**src/rtl/wb_bus_arbiter.sv**
```systemverilog
// ============================================================================
// wb_bus_arbiter: shares one Wishbone slave port between CPU ibus and dbus.
// Revision: 1.0
// ============================================================================
`default_nettype none

module wb_bus_arbiter #(
  parameter int ROUND_ROBIN = 0,
  parameter int TIMEOUT     = 16
) (
  input  logic        clk,
  input  logic        rst,
  input  logic [29:0] ibus__adr,
  input  logic [31:0] ibus__dat_w,
  output logic [31:0] ibus__dat_r,
  input  logic [3:0]  ibus__sel,
  input  logic        ibus__cyc,
  input  logic        ibus__stb,
  input  logic        ibus__we,
  output logic        ibus__ack,
  output logic        ibus__err,
  input  logic [29:0] dbus__adr,
  input  logic [31:0] dbus__dat_w,
  output logic [31:0] dbus__dat_r,
  input  logic [3:0]  dbus__sel,
  input  logic        dbus__cyc,
  input  logic        dbus__stb,
  input  logic        dbus__we,
  output logic        dbus__ack,
  output logic        dbus__err,
  output logic [29:0] mem__adr,
  output logic [31:0] mem__dat_w,
  input  logic [31:0] mem__dat_r,
  output logic [3:0]  mem__sel,
  output logic        mem__cyc,
  output logic        mem__stb,
  output logic        mem__we,
  input  logic        mem__ack,
  input  logic        mem__err
);

  typedef enum logic [1:0] {
    IDLE    = 2'd0,
    GRANT_I = 2'd1,
    GRANT_D = 2'd2
  } state_t;

  localparam bit         WD_EN   = (TIMEOUT != 0);
  localparam logic [7:0] WD_LAST = 8'((TIMEOUT == 0) ? 0 : TIMEOUT - 1);
  localparam bit         RR_EN   = (ROUND_ROBIN != 0);

  state_t     state_q, state_d;
  logic       last_d_q, last_d_d;   // 1 = dbus held the most recent grant
  logic [7:0] wd_q, wd_d;
  logic       sel_cyc, sel_stb, wd_fire;

  always_ff @(posedge clk) begin
    if (rst) begin
      state_q  <= IDLE;
      last_d_q <= 1'b0;
      wd_q     <= 8'd0;
    end else begin
      state_q  <= state_d;
      last_d_q <= last_d_d;
      wd_q     <= wd_d;
    end
  end

  always_comb begin
    sel_cyc = 1'b0;
    sel_stb = 1'b0;
    case (state_q)
      GRANT_I: begin sel_cyc = ibus__cyc; sel_stb = ibus__stb; end
      GRANT_D: begin sel_cyc = dbus__cyc; sel_stb = dbus__stb; end
      default: ;
    endcase
    // A slave response in the same cycle wins over the timeout; reset abandons.
    wd_fire = WD_EN && sel_stb && !mem__ack && !mem__err && !rst && (wd_q == WD_LAST);
  end

  always_comb begin
    state_d  = state_q;
    last_d_d = last_d_q;
    wd_d     = wd_q;
    case (state_q)
      IDLE: begin
        wd_d = 8'd0;
        if (ibus__cyc && dbus__cyc) begin
          state_d = (RR_EN && last_d_q) ? GRANT_I : GRANT_D;
        end else if (dbus__cyc) begin
          state_d = GRANT_D;
        end else if (ibus__cyc) begin
          state_d = GRANT_I;
        end
        if (state_d == GRANT_D) last_d_d = 1'b1;
        if (state_d == GRANT_I) last_d_d = 1'b0;
      end
      GRANT_I, GRANT_D: begin
        if (!sel_cyc) state_d = IDLE;
        if (!sel_stb || mem__ack || mem__err || wd_fire) begin
          wd_d = 8'd0;
        end else if (wd_q != 8'hFF) begin
          wd_d = wd_q + 8'd1;
        end
      end
      default: state_d = IDLE;
    endcase
  end

  always_comb begin
    mem__adr   = '0;
    mem__dat_w = '0;
    mem__sel   = '0;
    mem__cyc   = 1'b0;
    mem__stb   = 1'b0;
    mem__we    = 1'b0;
    case (state_q)
      GRANT_I: begin
        mem__adr   = ibus__adr;
        mem__dat_w = ibus__dat_w;
        mem__sel   = ibus__sel;
        mem__cyc   = ibus__cyc;
        mem__stb   = ibus__stb && !wd_fire;
        mem__we    = ibus__we;
      end
      GRANT_D: begin
        mem__adr   = dbus__adr;
        mem__dat_w = dbus__dat_w;
        mem__sel   = dbus__sel;
        mem__cyc   = dbus__cyc;
        mem__stb   = dbus__stb && !wd_fire;
        mem__we    = dbus__we;
      end
      default: ;
    endcase
  end

  assign ibus__dat_r = mem__dat_r;
  assign dbus__dat_r = mem__dat_r;
  assign ibus__ack = (state_q == GRANT_I) && ibus__stb && mem__ack && !rst;
  assign ibus__err = (state_q == GRANT_I) && ibus__stb && (mem__err || wd_fire) && !rst;
  assign dbus__ack = (state_q == GRANT_D) && dbus__stb && mem__ack && !rst;
  assign dbus__err = (state_q == GRANT_D) && dbus__stb && (mem__err || wd_fire) && !rst;

endmodule

`default_nettype wire

```
**config.mk**
```make
export PLATFORM = sky130hd
export DESIGN_NAME = wb_bus_arbiter
export DESIGN_NICKNAME = d
export VERILOG_FILES = /design/src/rtl/wb_bus_arbiter.sv
export SDC_FILE = /design/constraint.sdc
export NUM_CORES = 1
export LEC_CHECK = 0
export BUFFER_PORTS_ARGS = -buffer_cell sky130_fd_sc_hd__buf_2
export CAP_MARGIN = 30
export CORE_AREA = 3 3 121 123
export CTS_BUF_LIST = sky130_fd_sc_hd__clkbuf_8
export DETAILED_ROUTE_END_ITERATION = 12
export DIE_AREA = 0 0 124 126
export HOLD_SLACK_MARGIN = 0.03
export PLACE_DENSITY = 0.51
export SLEW_MARGIN = 20
export SYNTH_ARGS = -nofsm -noshare
export SYNTH_HDL_FRONTEND = slang
export SYNTH_SLANG_ARGS = --single-unit
```
**constraint.sdc**
```tcl
create_clock -name clk -period 2.82 [get_ports clk]
set_input_delay 0.564 -clock clk [delete_from_list [all_inputs] [get_ports clk]]
set_output_delay 0.564 -clock clk [all_outputs]
set_load 0.01 [all_outputs]
```
Word level (Yosys, flattened, before mapping). Index checks and enable logic that the tools add are counted.

Bits in registers: 10. Output and inout port bits: 137. Bits of input ports: 174.

Add/sub/neg operators: 1. Reductions and logical operators: 31. Eq/ne operators: 7. Mux-type cells: 15.

Operators by type and width (number): one-hot mux 32 bit (2 select lines) (1); one-hot mux 30 bit (2 select lines) (1); logical AND 1 bit (17); two-way mux 8 bit (2); one-hot mux 8 bit (2 select lines) (1); adder 8 x 1 -> 8 bit (second input constant) (1); == test 8 x 4 -> 1 bit (second input constant) (1); two-way mux 2 bit (4); != test 8 bit (second input constant) (1); one-hot mux 1 bit (2 select lines) (4); one-hot mux 4 bit (2 select lines) (1); logical NOT 1 bit (5); logical OR 1 bit (4); != test 4 bit (second input constant) (1); one-hot mux 2 bit (2 select lines) (1); AND reduction 2 bit (2); != test 3 bit (second input constant) (1); == test 2 x 1 -> 1 bit (second input constant) (1); == test 2 bit (second input constant) (1); logical NOT 2 bit (1); != test 2 bit (second input constant) (1); nonzero test 2 bit (1); OR reduction 2 bit (1).

Depth between registers and ports, before layout.
Word-level depth: 9. Depth in mapped cells: 9. Depth with buffers taken out: 7.

Worst setup path before layout. No wires, ideal clock.

Kind: register to output. Start: register state_q[0]. End: output dbus__err. Buffers on the path: 1. Cell stages (with the launch flop): 8. Arrival: 1.828 ns. Slack: 0.428 ns. Required time: 2.256 ns. Cell sequence: dfxtp_1 inv_1 ha_1 or3b_4 nor2_1 buf_4 a31oi_1 nor3_1.

Word-level cells in the longest chain between the ends: 9. Elaborated cells between the ends (all ways): 11. Those cells by class: 2 x eq/ne; 1 x mux; 8 x reduce/logical.

Ends and longest elaborated chain: from (decl) (line 52) `state_t state_q, state_d;`; from (signal assigned) (line 63) `state_q <= state_d;`; == test 2 bit or == test 2 x 1 -> 1 bit (tied branches) (line 72, 143); one-hot mux 1 bit (2 select lines) (line 72) `case (state_q)`; logical AND 1 bit (4 in series) (line 78) `wd_fire = WD_EN && sel_stb && !mem__ack && !mem__err && !rst && (wd_q == WD_LAST);`; logical OR 1 bit (line 143) `assign dbus__err = (state_q == GRANT_D) && dbus__stb && (mem__err || wd_fire) && !rst;`; logical AND 1 bit (*) (2 in series) (line 143); to (decl) (line 30) `output logic dbus__err,`.

Every way passes the cells marked *; elsewhere a longest branch is shown, timed or not.

Worst setup path after layout.
Start: register state_q[0]. End: output mem__cyc.

Word-level cells in the longest chain between the ends: 2. Elaborated cells between the ends (all ways): 3. Those cells by class: 2 x eq/ne; 1 x mux.

Ends and longest elaborated chain: == test 2 bit or == test 2 x 1 -> 1 bit (tied branches) (line 117) `case (state_q)`; one-hot mux 1 bit (2 select lines) (*) (line 117); to (decl) (line 35) `output logic mem__cyc,`.

Marks and branches as above.

==> impl_results.md <==
* Outcome: complete, no violations
* Net switching power at roughly 0.27 mW
* Vias in the first global route at 2383
* Max IR drop VDD at 0.09812 mV
* Die width at approximately 120 um
* Postcts setup bufs at 0
* Core footprint at around 14000 um2
* Critical Path RT at 2.26 ns
* # fillers at 1588
* Post-synth top flop: dfxtp_1
* Number of synthesized register bits at 10
* Drc violations at 0
* Clock Latency Late Sink at 0.23 ns
* Worst setup SP type: flop
* Post-CTS sizing at 0
* Internal power at 0.4505 mW
* Fraction of layout cells with a size suffix above 1 at 50.33%
* Max_slew headroom at 62.19%
* Post-layout util at 22.40%
* Yosys warns at 0
* Hold Path Depth at 2
* GPL Wtd Cong at 0.7735
* CP endpoint kind: output port
* Clk pwr share at 20.1%
* Drt first-iter violations at 176
* Synth cell count leaders: a22oi_1 (69), nor2b_1 (69), buf_4 (65), clkbuf_1 (20), dfxtp_1 (10)
* Final Hold Fails at 0
* Routed len/inst at 13.83 um
* Vias at 2775
* Syn_nets at 500
* Final Slew Violations at 0
* Clock sinks at 10
* Critical path type: reg -> out
* Tightest Pin Transition at 0.5672 ns
* Final Cycle Share at 92.23%
* Synthesized cell area at 2263 um2
* Layout net count at 634
* Vias per Instance at around 4.4
* Leakage Power at 1.431 nW
* Seq/Total Area, Yosys at 8.845%
* Comb power frac at 59.5%
* Clk_skew at 0.003451 ns
* Post-synthesis cell type count at 35
* Number of cell rows at 43
* P&R area growth vs syn at 36.32%
* I/O Pins at 311
* Post-DRT Antenna Nets at 0
* Total of max-cap violations at 0
* Starting Density at between 10% and 20%
* Total negative setup slack at 0 ns
* Unrepaired setup endpoints after global routing: false
* N_diodes at 0
* Register share of total power at 20.4%
* EDFF count, synth at 0
* CTS H-tree depth at 1
* Port bufs at about 210
* Final setup vio count at 0
* Crit path max fanout at 70
* Pwr Density at between 200 and 250 nW/um2
* Tot GR Track Use at 9.904%
* Cts bufs inserted at 3
* R2R cell count at 7
* Net Sw Frac at 37.45%
* Hold-fix buffers, CTS at 0
* Congestion Overflow GR at 0
* CTS clk-pin slew, worst paths at 0.05 ns
* Hold/Removal Path Class: reg -> reg
* Clock Tree Root: clkbuf_8
* Mapped Avg Cell Area at 7.051 um2
* Min cycle time layout at 2.601 ns
* Top post-synthesis cells by area: a22oi_1 (23%), buf_4 (22%), nor2b_1 (19%), dfxtp_1 (8.8%), clkbuf_1 (3.3%)
* Die Span Y at 126 um
* First-pass GRT wire length at 12500 um
* Max Fclk at 384.5 MHz
* Post-DP HPWL at 6865 um
* CTS tree: yes
* Routed WL at 8756 um
* Crit path DAT at 2.04 ns
* Syn Inst Count at 321
* Yosys top cell area share at 22.89%
* Clock Path Buffers at 2
* Pin count of the biggest net entering global routing at 72
* Initial antenna violation count at 0
* Die Footprint at ~16000 um2
* Drt first pass iters at 5
* Ys async rst share at 0%
* Area leader, netlist: a22oi_1
## final timing paths
path                            slack (ns)        from       end
worst max register to register        0.40  state_q[0]   wd_q[4]
worst min-delay path                  0.49     wd_q[1]   wd_q[1]
worst max-delay path                  0.22  state_q[0]  mem__cyc
worst min register to register        0.49     wd_q[1]   wd_q[1]
## power by group through the flow
stage | clock network [mW] | registers [mW] | logic [mW]
final | 0.145 | 0.147 | 0.429
after global routing | 0.161 | 0.147 | 0.473
after CTS | 0.153 | 0.147 | 0.431
after detailed placement | 0 | 0.150 | 0.429
after global placement | 0 | 0.149 | 0.432
after floorplan | 0 | 0.149 | 0.329
## sequential cells by signal (all words and copies together), names as in the netlist
name     cells
state_q      2
wd_q         8
## metal layers
metal	global-route usage (%)	wire length (um)	vias to the layer above
met5	0	0	-
met4	2.126	80	0
met3	2.604	984	9
met2	16.16	4090	177
met1	13.08	3600	1239
li1	-	-	1350
## layout by cell type, fill, tap and decap left out, types with 3 or more instances in the layout
cell,synthesis,routed
a31oi_1,5,5
nor2b_1,69,69
dfxtp_1,10,10
nor2_1,5,5
o21ai_0,5,5
a41oi_1,3,3
a21oi_1,8,8
nor3_1,3,3
buf_2,3,214
nand2_1,9,9
nand3_1,7,7
inv_1,8,8
buf_4,65,3
clkbuf_8,0,3
a22oi_1,69,69
ha_2,0,3
## stage by stage
| stage | total power [mW] | instance area, um2 | hold WS, ns | setup WS, ns | instances |
|---|---|---|---|---|---|
| floorplan | 0.4774 | 2263 | 0.4581 | 0.4282 | 321 |
| global placement | 0.5817 | 3044 | 0.4830 | 0.4337 | 630 |
| detailed placement | 0.5785 | 3044 | 0.4854 | 0.4554 | 630 |
| CTS | 0.7303 | 3085 | 0.4922 | 0.1931 | 633 |
| global route | 0.7813 | 3085 | 0.5359 | 0.02022 | 633 |
| finish | 0.7203 | 3085 | 0.4884 | 0.2191 | 633 |
## critical path, cell delays in order, from the launching register on
cell and delay, ns:
dfxtp_1 0.39, inv_1 0.09, ha_2 0.32, buf_4 0.47, or2b_1 0.30, inv_1 0.09, buf_2 0.14
## layout make-up
type	count	area, um2	share of cell area [%]
inverter	8	30.03	0.9732
clock buffer	3	41.29	1.338
tap	180	225.2	7.299
sequential	10	200.2	6.488
multi-input combinational	213	1455	47.16
timing repair buffer	219	1134	36.74
## kinds of logic (layout without fill, tap and decap cells)
kind of cell    count (synthesis)  after routing  synth area share (%)
buf+inv                        98            230                 27.20
flops                          10             10                 8.845
simple gates                  112            112                 29.85
fa+ha+maj                       5              5                 2.764
compound gates                 96             96                 31.34
No activity file was read; power rests on OpenSTA's default activity.
